[config.mk]
export PLATFORM = sky130hd
export DESIGN_NAME = mem_param
export DESIGN_NICKNAME = d
export VERILOG_FILES = /design/src/rtl/mem_param_pkg.sv /design/src/rtl/mem_param_rsp_pipe.sv /design/src/rtl/mem_param.sv
export SDC_FILE = /design/constraint.sdc
export NUM_CORES = 1
export LEC_CHECK = 0
export CELL_PAD_IN_SITES_DETAIL_PLACEMENT = 1
export CELL_PAD_IN_SITES_GLOBAL_PLACEMENT = 2
export CORE_MARGIN = 2
export CORE_UTILIZATION = 45
export DETAILED_ROUTE_END_ITERATION = 16
export GPL_ROUTABILITY_DRIVEN = 0
export PLACE_DENSITY_LB_ADDON = 0.1
export SLEW_MARGIN = 30
export SYNTH_ARGS = -nofsm -noshare
export SYNTH_HDL_FRONTEND = slang
export SYNTH_SLANG_ARGS = --single-unit
[constraint.sdc]
create_clock -name clk -period 3.7 [get_ports clk]
set_input_delay 0.74 -clock clk [delete_from_list [all_inputs] [get_ports clk]]
set_output_delay 0.74 -clock clk [all_outputs]
set_load 0.005 [all_outputs]
[src/rtl/mem_param_pkg.sv]
// Shared types, limits and the byte-merge helper for the mem_param storage block.
package mem_param_pkg;

  typedef enum logic {
    CLEAR = 1'b0,
    RUN   = 1'b1
  } state_e;

  localparam int unsigned MAX_RD_LAT = 4;
  localparam int unsigned MAX_DATA_W = 1024;

  // Operates at MAX_DATA_W so one function serves every DATA_W; callers size-cast in and out.
  function automatic logic [MAX_DATA_W-1:0] be_merge(
    input logic [MAX_DATA_W-1:0]   old_word,
    input logic [MAX_DATA_W-1:0]   new_word,
    input logic [MAX_DATA_W/8-1:0] be
  );
    logic [MAX_DATA_W-1:0] res;
    res = old_word;
    for (int unsigned i = 0; i < MAX_DATA_W/8; i++) begin
      if (be[i]) res[8*i +: 8] = new_word[8*i +: 8];
    end
    return res;
  endfunction

endpackage

[src/rtl/mem_param_rsp_pipe.sv]
// RD_LAT-deep {valid, err, data} response delay line; reset flushes all stages.
module mem_param_rsp_pipe #(
  parameter int unsigned DATA_W = 8,
  parameter int unsigned RD_LAT = 1
) (
  input  logic              clk,
  input  logic              rst,
  input  logic              in_valid,
  input  logic              in_err,
  input  logic [DATA_W-1:0] in_data,
  output logic              out_valid,
  output logic              out_err,
  output logic [DATA_W-1:0] out_data
);

  logic [RD_LAT-1:0]             v_q;
  logic [RD_LAT-1:0]             e_q;
  logic [RD_LAT-1:0][DATA_W-1:0] d_q;

  always_ff @(posedge clk or posedge rst) begin
    if (rst) begin
      v_q <= '0;
      e_q <= '0;
      d_q <= '0;
    end else begin
      v_q[0] <= in_valid;
      e_q[0] <= in_err;
      d_q[0] <= in_data;
      for (int unsigned i = 1; i < RD_LAT; i++) begin
        v_q[i] <= v_q[i-1];
        e_q[i] <= e_q[i-1];
        d_q[i] <= d_q[i-1];
      end
    end
  end

  assign out_valid = v_q[RD_LAT-1];
  assign out_err   = v_q[RD_LAT-1] & e_q[RD_LAT-1];
  assign out_data  = v_q[RD_LAT-1] ? d_q[RD_LAT-1] : '0;

endmodule

[src/rtl/mem_param.sv]
// Parametrised single-port synchronous RAM with byte enables, in-order fixed-latency
// responses, out-of-range error flag and optional post-reset zero fill.
module mem_param
  import mem_param_pkg::*;
#(
  parameter int unsigned DATA_W         = 8,
  parameter int unsigned ADDR_W         = 5,
  parameter int unsigned DEPTH          = 32,
  parameter int unsigned RD_LAT         = 1,
  parameter bit          CLEAR_ON_RESET = 1'b1
) (
  input  logic                clk,
  input  logic                rst,
  input  logic                req_valid,
  output logic                req_ready,
  input  logic                req_write,
  input  logic [ADDR_W-1:0]   req_addr,
  input  logic [DATA_W-1:0]   req_wdata,
  input  logic [DATA_W/8-1:0] req_be,
  output logic                rsp_valid,
  output logic [DATA_W-1:0]   rsp_rdata,
  output logic                rsp_err,
  output logic                busy
);

  localparam int unsigned    IDX_W   = (DEPTH > 1) ? $clog2(DEPTH) : 1;
  localparam logic [ADDR_W:0] DEPTH_X = (ADDR_W+1)'(DEPTH);
  localparam logic [ADDR_W:0] LAST_X  = (ADDR_W+1)'(DEPTH - 1);

  if ((DATA_W % 8) != 0 || DATA_W == 0 || DATA_W > MAX_DATA_W) begin : g_bad_data_w
    $error("mem_param: DATA_W must be a non-zero multiple of 8 up to MAX_DATA_W");
  end
  if (RD_LAT < 1 || RD_LAT > MAX_RD_LAT) begin : g_bad_rd_lat
    $error("mem_param: RD_LAT out of range 1..MAX_RD_LAT");
  end
  if (DEPTH < 1 || DEPTH > (2**ADDR_W)) begin : g_bad_depth
    $error("mem_param: DEPTH must satisfy 1 <= DEPTH <= 2**ADDR_W");
  end

  logic [DATA_W-1:0] mem [DEPTH];

  state_e            state;
  state_e            state_nxt;
  logic [ADDR_W:0]   clr_cnt;
  logic              clr_we;
  logic              accept;
  logic              in_range;
  logic [IDX_W-1:0]  idx;
  logic [IDX_W-1:0]  clr_idx;
  logic [DATA_W-1:0] rd_word;
  logic [DATA_W-1:0] wr_word;
  logic [DATA_W-1:0] stg_data;

  always_comb begin
    state_nxt = state;
    case (state)
      CLEAR:   if (clr_cnt == LAST_X) state_nxt = RUN;
      RUN:     state_nxt = RUN;
      default: state_nxt = state;
    endcase
  end

  always_ff @(posedge clk or posedge rst) begin
    if (rst) begin
      state   <= CLEAR_ON_RESET ? CLEAR : RUN;
      clr_cnt <= '0;
    end else begin
      state <= state_nxt;
      if (state == CLEAR) clr_cnt <= clr_cnt + 1'b1;
    end
  end

  assign req_ready = (state == RUN) && !rst;
  assign busy      = (state == CLEAR);
  assign accept    = req_valid && req_ready;

  // Range test is done one bit wider than the address so DEPTH == 2**ADDR_W never flags.
  assign in_range = {1'b0, req_addr} < DEPTH_X;
  assign idx      = req_addr[IDX_W-1:0];
  assign clr_idx  = clr_cnt[IDX_W-1:0];
  assign clr_we   = (state == CLEAR) && !rst;

  assign rd_word  = in_range ? mem[idx] : '0;
  assign wr_word  = DATA_W'(be_merge(MAX_DATA_W'(rd_word), MAX_DATA_W'(req_wdata),
                                     (MAX_DATA_W/8)'(req_be)));
  assign stg_data = (accept && !req_write) ? rd_word : '0;

  // Storage has no reset; only the clear sequence zeroes it.
  always_ff @(posedge clk) begin
    if (clr_we) begin
      mem[clr_idx] <= '0;
    end else if (accept && req_write && in_range) begin
      mem[idx] <= wr_word;
    end
  end

  mem_param_rsp_pipe #(
    .DATA_W (DATA_W),
    .RD_LAT (RD_LAT)
  ) u_rsp_pipe (
    .clk       (clk),
    .rst       (rst),
    .in_valid  (accept),
    .in_err    (accept && !in_range),
    .in_data   (stg_data),
    .out_valid (rsp_valid),
    .out_err   (rsp_err),
    .out_data  (rsp_rdata)
  );

endmodule

# Word-level counts from Yosys, hierarchy flattened
# Memory sizes are Yosys's and may differ from the RTL's.
# Cells that the tools add are included.
# Widths: inputs -> output; s select.
op_classes:
  n_addsub: 1
  eq_ne: 1
  mux: 13
  bitwise_logic: 1
  n_reduce_logical: 8
ops:
  columns: ["op", "n"]
  rows:
  - ["$mux 8", 4]
  - ["$reduce_or 8->1", 1]
  - ["$mux 1", 7]
  - ["$add 6x1->6 const B", 1]
  - ["$eq 6x5->1 const B", 1]
  - ["$logic_and 1x1->1", 5]
  - ["$mux 5", 1]
  - ["$logic_not 1->1", 2]
  - ["$pmux 1 s2", 1]
  - ["$not 1->1", 1]
word_totals:
  ff_bits: 16
  ram_bits: 256
  inputBits: 18
  mem_count: 1
memory_table:
  columns: ["name", "depth", "word_bits", "read_ports", "rd_clocked_by_memory_dff", "wr", "line_no", "text"]
  rows:
  - ["mem", 32, 8, 1, 0, 1, "mem_param.sv:40", "logic [DATA_W-1:0] mem [DEPTH];"]

# Longest topological paths before layout
logic_depth:
  ltp_word: 9
  depth_mapped: 8

# By module
# Synthesis repeated with hierarchy kept, for this count alone.
hier_totals:
  hier_cells: 672
  area_unflattened_um2: 11139.4
modules_own_cells:
  columns: ["module", "instances", "cells_per_inst", "area_per_inst_um2", "seq_area_each_um2"]
  rows:
  - ["mem_param", 1, 652, 10829.1, 7862.5]
  - ["mem_param_rsp_pipe", 1, 20, 310.3, 250.2]

# Worst setup path after synthesis
# No wires, ideal clock.
synth_path:
  path_type: "input-to-reg"
  start: "in req_addr[0]"
  end: "mem mem[0][5], data pin"
  setup_ps: 281
  t_arrival_ps: 2289
  t_required_ps: 3419
  path_slack_ps: 1129
  stages: 8
  path_cell_list: "buf_4 > buf_12 > buf_12 > mux2i_1 > a22oi_1 > a21oi_1 > nor4_2 > o21a_1"
synth_between:
  elab_chain_cells: 3
synth_lines:
  columns: ["item", "line_no", "text"]
  rows:
  - ["start, declared", "mem_param.sv:17", "input logic [ADDR_W-1:0] req_addr,"]
  - ["$mem_v2 32x8", null, null]
  - ["$mux 8", "mem_param_pkg.sv:21", "if (be[i]) res[8*i +: 8] = new_word[8*i +: 8];"]
  - ["$mux 8 (no line)", null, null]
  - ["end, declared", "mem_param.sv:40", null]
# No other way between the ends.

# Worst setup path after layout
layout_path:
  start: "in req_addr[1]"
  end: "mem mem[10][2], data pin"
# The elaborated chain is that of the path after synthesis.

==> out/metrics.csv <==
stage;metric;value;unit
status;outcome;finished clean;
route;Iter 0 DRT Violations;393;
timing;final hold violations;0;
setup_path;startpoint types;primary input;
route;DRT Pass-1 Iters;4;
clocking;CTS tree;done;
clocking;number of H-tree levels;1;
hold_path;HP Class;flop to flop;
timing;minimum clock period;2.86;ns
route;Vias/cell;5.52;
setup_path;CP top delay family;buffers and inverters;
floorplanning;top-level I/O count;30;
route;wire per inst;25.5;um
global_route;first-pass GRT wire length;42.2;mm
placed_design;dpl cells;1052;
floorplanning;number of placement rows;57;
synthesis;synth warn;0;
placed_design;I/O Buffers;28;
clocking;CTS Buf Count;28;
global_route;vias in the first global route;6465;
clocking;Skew-Pair Late Insertion Delay;0.55;ns
setup_path;WP buf/inv;3;
timing;Slew headroom;43.5;%
timing;Worst Skew;0.0201;ns
synthesis;Post-Syn Nets;691;
finish;# fillers;2289;
setup_path;WS Path Type;primary input to flop;
clocking;Bufs on Longest Clock Path;3;
route;DRC violations left;0;
finish;share of post-route cells with drive strength above 1;15.7;%
floorplanning;core region area;0.0242;sq mm
finish;Post-Layout Inst Area;0.0130;sq mm
route;via count;6068;
synthesis;Cells after Synth;672;
timing;actual slew at the worst max-slew pin;0.845;ns
synthesis;Seq/Total Area, Yosys;72.8;%
setup_path;slowest CP cell;clkdlybuf4s50_1;
clocking;Post-CTS Hold Buffers;0;
timing;Final Cycle Share;77.2;%
pwr;P_leak;4.75;nW
timing;Final Max Slew Viols;0;
setup_path;crit path DAT;3.18;ns
synthesis;post-synthesis area per instance;16.5;sq um
floorplanning;Die ar.;0.0259;sq mm
timing;final setup violation count;0;
synthesis;EDFF count, synth;256;
global_route;initial antenna violation count;0;
setup_path;Critical Path Stages;8;
finish;post-route insts no fill;1100;
setup_path;worst-path cell chain;clkdlybuf4s50_1 > nor2b_2 > buf_12 > a22oi_1 > a21oi_1 > nor4_2 > o21a_1 > buf_4;
setup_path;Worst EP required;4.02;ns
finish;Area Growth Syn to Fin;16.8;%
route;post-route ant nets;0;
clocking;CTS sink count;272;
global_route;largest net degree at the start of global routing;44;
timing;Peak Freq;350;MHz
global_route;Tot GR Track Use;22.2;%
placed_design;Cell Area, Placed;0.0121;sq mm
clocking;Post-CTS Setup Repair Bufs;0;
clocking;root buffer cell;clkbuf_16;
timing;setup TNS;0;ns
setup_path;Worst R2R Path Depth;5;
setup_path;crit path max fanout;32;
setup_path;Crit path largest cell delay;0.51;ns
timing;RSZ-0062 raised after global routing;no;
clocking;post_cts resized;0;
floorplanning;Die H;161;um
global_route;remaining global-route overflow;0;
floorplanning;starting density of the core;45.8;%
synthesis;cell area after synthesis;0.0111;sq mm
floorplanning;chip width;161;um
placed_design;post-DP HPWL;19.2;mm
pwr;worst vdd ir;0.425;mV
clocking;Worst-path clk slew;0.06;ns
synthesis;Post-synth top flop;edfxtp_1;
hold_path;Hold Path Depth;1;
route;DRT Wirelength;28.0;mm
pwr;Power Density;495;mW/mm^2
finish;antenna fix cells;0;
flow_run;maxcap violations;0;
setup_path;Crit. End Element;flop;
synthesis;count of cell types in the netlist;33;
synthesis;async set-or-reset flop fraction in the synthesized netlist;5.88;%
synthesis;#FFs+latches synth;272;
finish;Final nets;777;
state kept, by name, indices dropped and copies added, names as in the netlist:
signal / count
clr_cnt: 6
u_rsp_pipe.out_valid: 1
u_rsp_pipe.d_q: 8
state: 1
mem: 256
power by group:
part	total [W]	internal (W)	switching [W]
Combinational	0.000346	0.000135	0.000211
Sequential	0.00336	0.00336	0.00000291
Clock	0.00271	0.00159	0.00112
Total	0.00642	0.00509	0.00133
Yosys cell counts, types with 2 or more instances:
master	instances	share of area, %
buf_12	3	0.54
nor2_1	40	1.4
buf_4	4	0.27
nor2b_1	4	0.23
a21oi_1	41	1.8
nand2_1	14	0.47
nand4_1	4	0.23
mux2_2	3	0.30
nand3_1	2	0.090
buf_6	4	0.41
buf_2	10	0.45
mux2i_1	132	12
inv_1	11	0.37
and2_1	17	0.96
nand2b_1	2	0.11
buf_1	3	0.10
buf_8	3	0.41
o21a_1	8	0.54
clkbuf_4	2	0.14
nor4_2	8	0.90
a22oi_1	64	4.3
dfrtp_1	16	3.6
edfxtp_1	256	69
clkbuf_1	9	0.30
xnor2_1	4	0.32
layout make-up:
type / instances / area [sq um] / share of cell area, %
sequential: 272 / 8090 / 62.4
multi-input combinational: 351 / 2690 / 20.8
timing repair buffer: 94 / 865 / 6.67
clock buffer: 36 / 772 / 5.95
tap: 324 / 405 / 3.13
clock inverter: 12 / 105 / 0.811
inverter: 11 / 41.3 / 0.318
per-layer routing:
metal  GRT usage, %  vias to the layer above  routed length [um]
met4           6.17                        0                 607
met1           29.6                     3124               12300
met3           3.70                       43                1210
met5              0                        -                   0
met2           37.9                      124               13900
li1               -                     2777                   -
worst paths after layout:
path / from / end / slack (ns)
worst max-delay path: req_addr[1] / mem[10][2] / 0.84
worst min-delay path: clr_cnt[5] / clr_cnt[5] / 0.47
worst max register to register: state / mem[12][3] / 1.20
worst min register to register: clr_cnt[5] / clr_cnt[5] / 0.47
max in group asynchronous: rst / u_rsp_pipe.d_q[1] / 2.86
min in group asynchronous: rst / clr_cnt[2] / 0.63
kinds of logic after synthesis:
kind of cell	Yosys count	synth area share, %
DFF	272	72.8
buffers and inverters	49	2.99
adders and majority gates	1	0.113
and+or+nand+nor	94	4.59
muxes	135	12.2
other	1	0.0338
AOI/OAI and AO/OA	115	6.84
xor gates and xnor gates	5	0.394
layout by cell type, fill, tap and decap left out, types with 14 or more instances in the layout:
master,instances
edfxtp_1,256
a22oi_1,64
clkdlybuf4s50_1,27
buf_4,59
and2_1,17
a21oi_1,41
nor2_1,39
nand2_1,14
clkbuf_16,29
dfrtp_1,16
mux2i_1,132
through the flow:
| stage | hold WS [ns] | setup WS, ns | utilization, % | total power, W |
|---|---|---|---|---|
| global placement | 0.453 | 0.303 | 49.9 | 0.00377 |
| global route | 0.491 | 0.712 | 53.5 | 0.00660 |
| finish | 0.472 | 0.843 | 53.5 | 0.00642 |
| CTS | 0.479 | 0.824 | 53.5 | 0.00647 |
| floorplan | 0.437 | 1.13 | - | 0.00364 |
| detailed placement | 0.467 | 0.262 | 49.9 | 0.00378 |
worst register-to-register path: cells and delay by family, from the launching register on:
kind,cells,cell delay (ns)
muxes,1,0.30
and+or+nand+nor,4,1.31
DFF,1,0.51
Note: power is estimated with default switching activity, not from simulation.
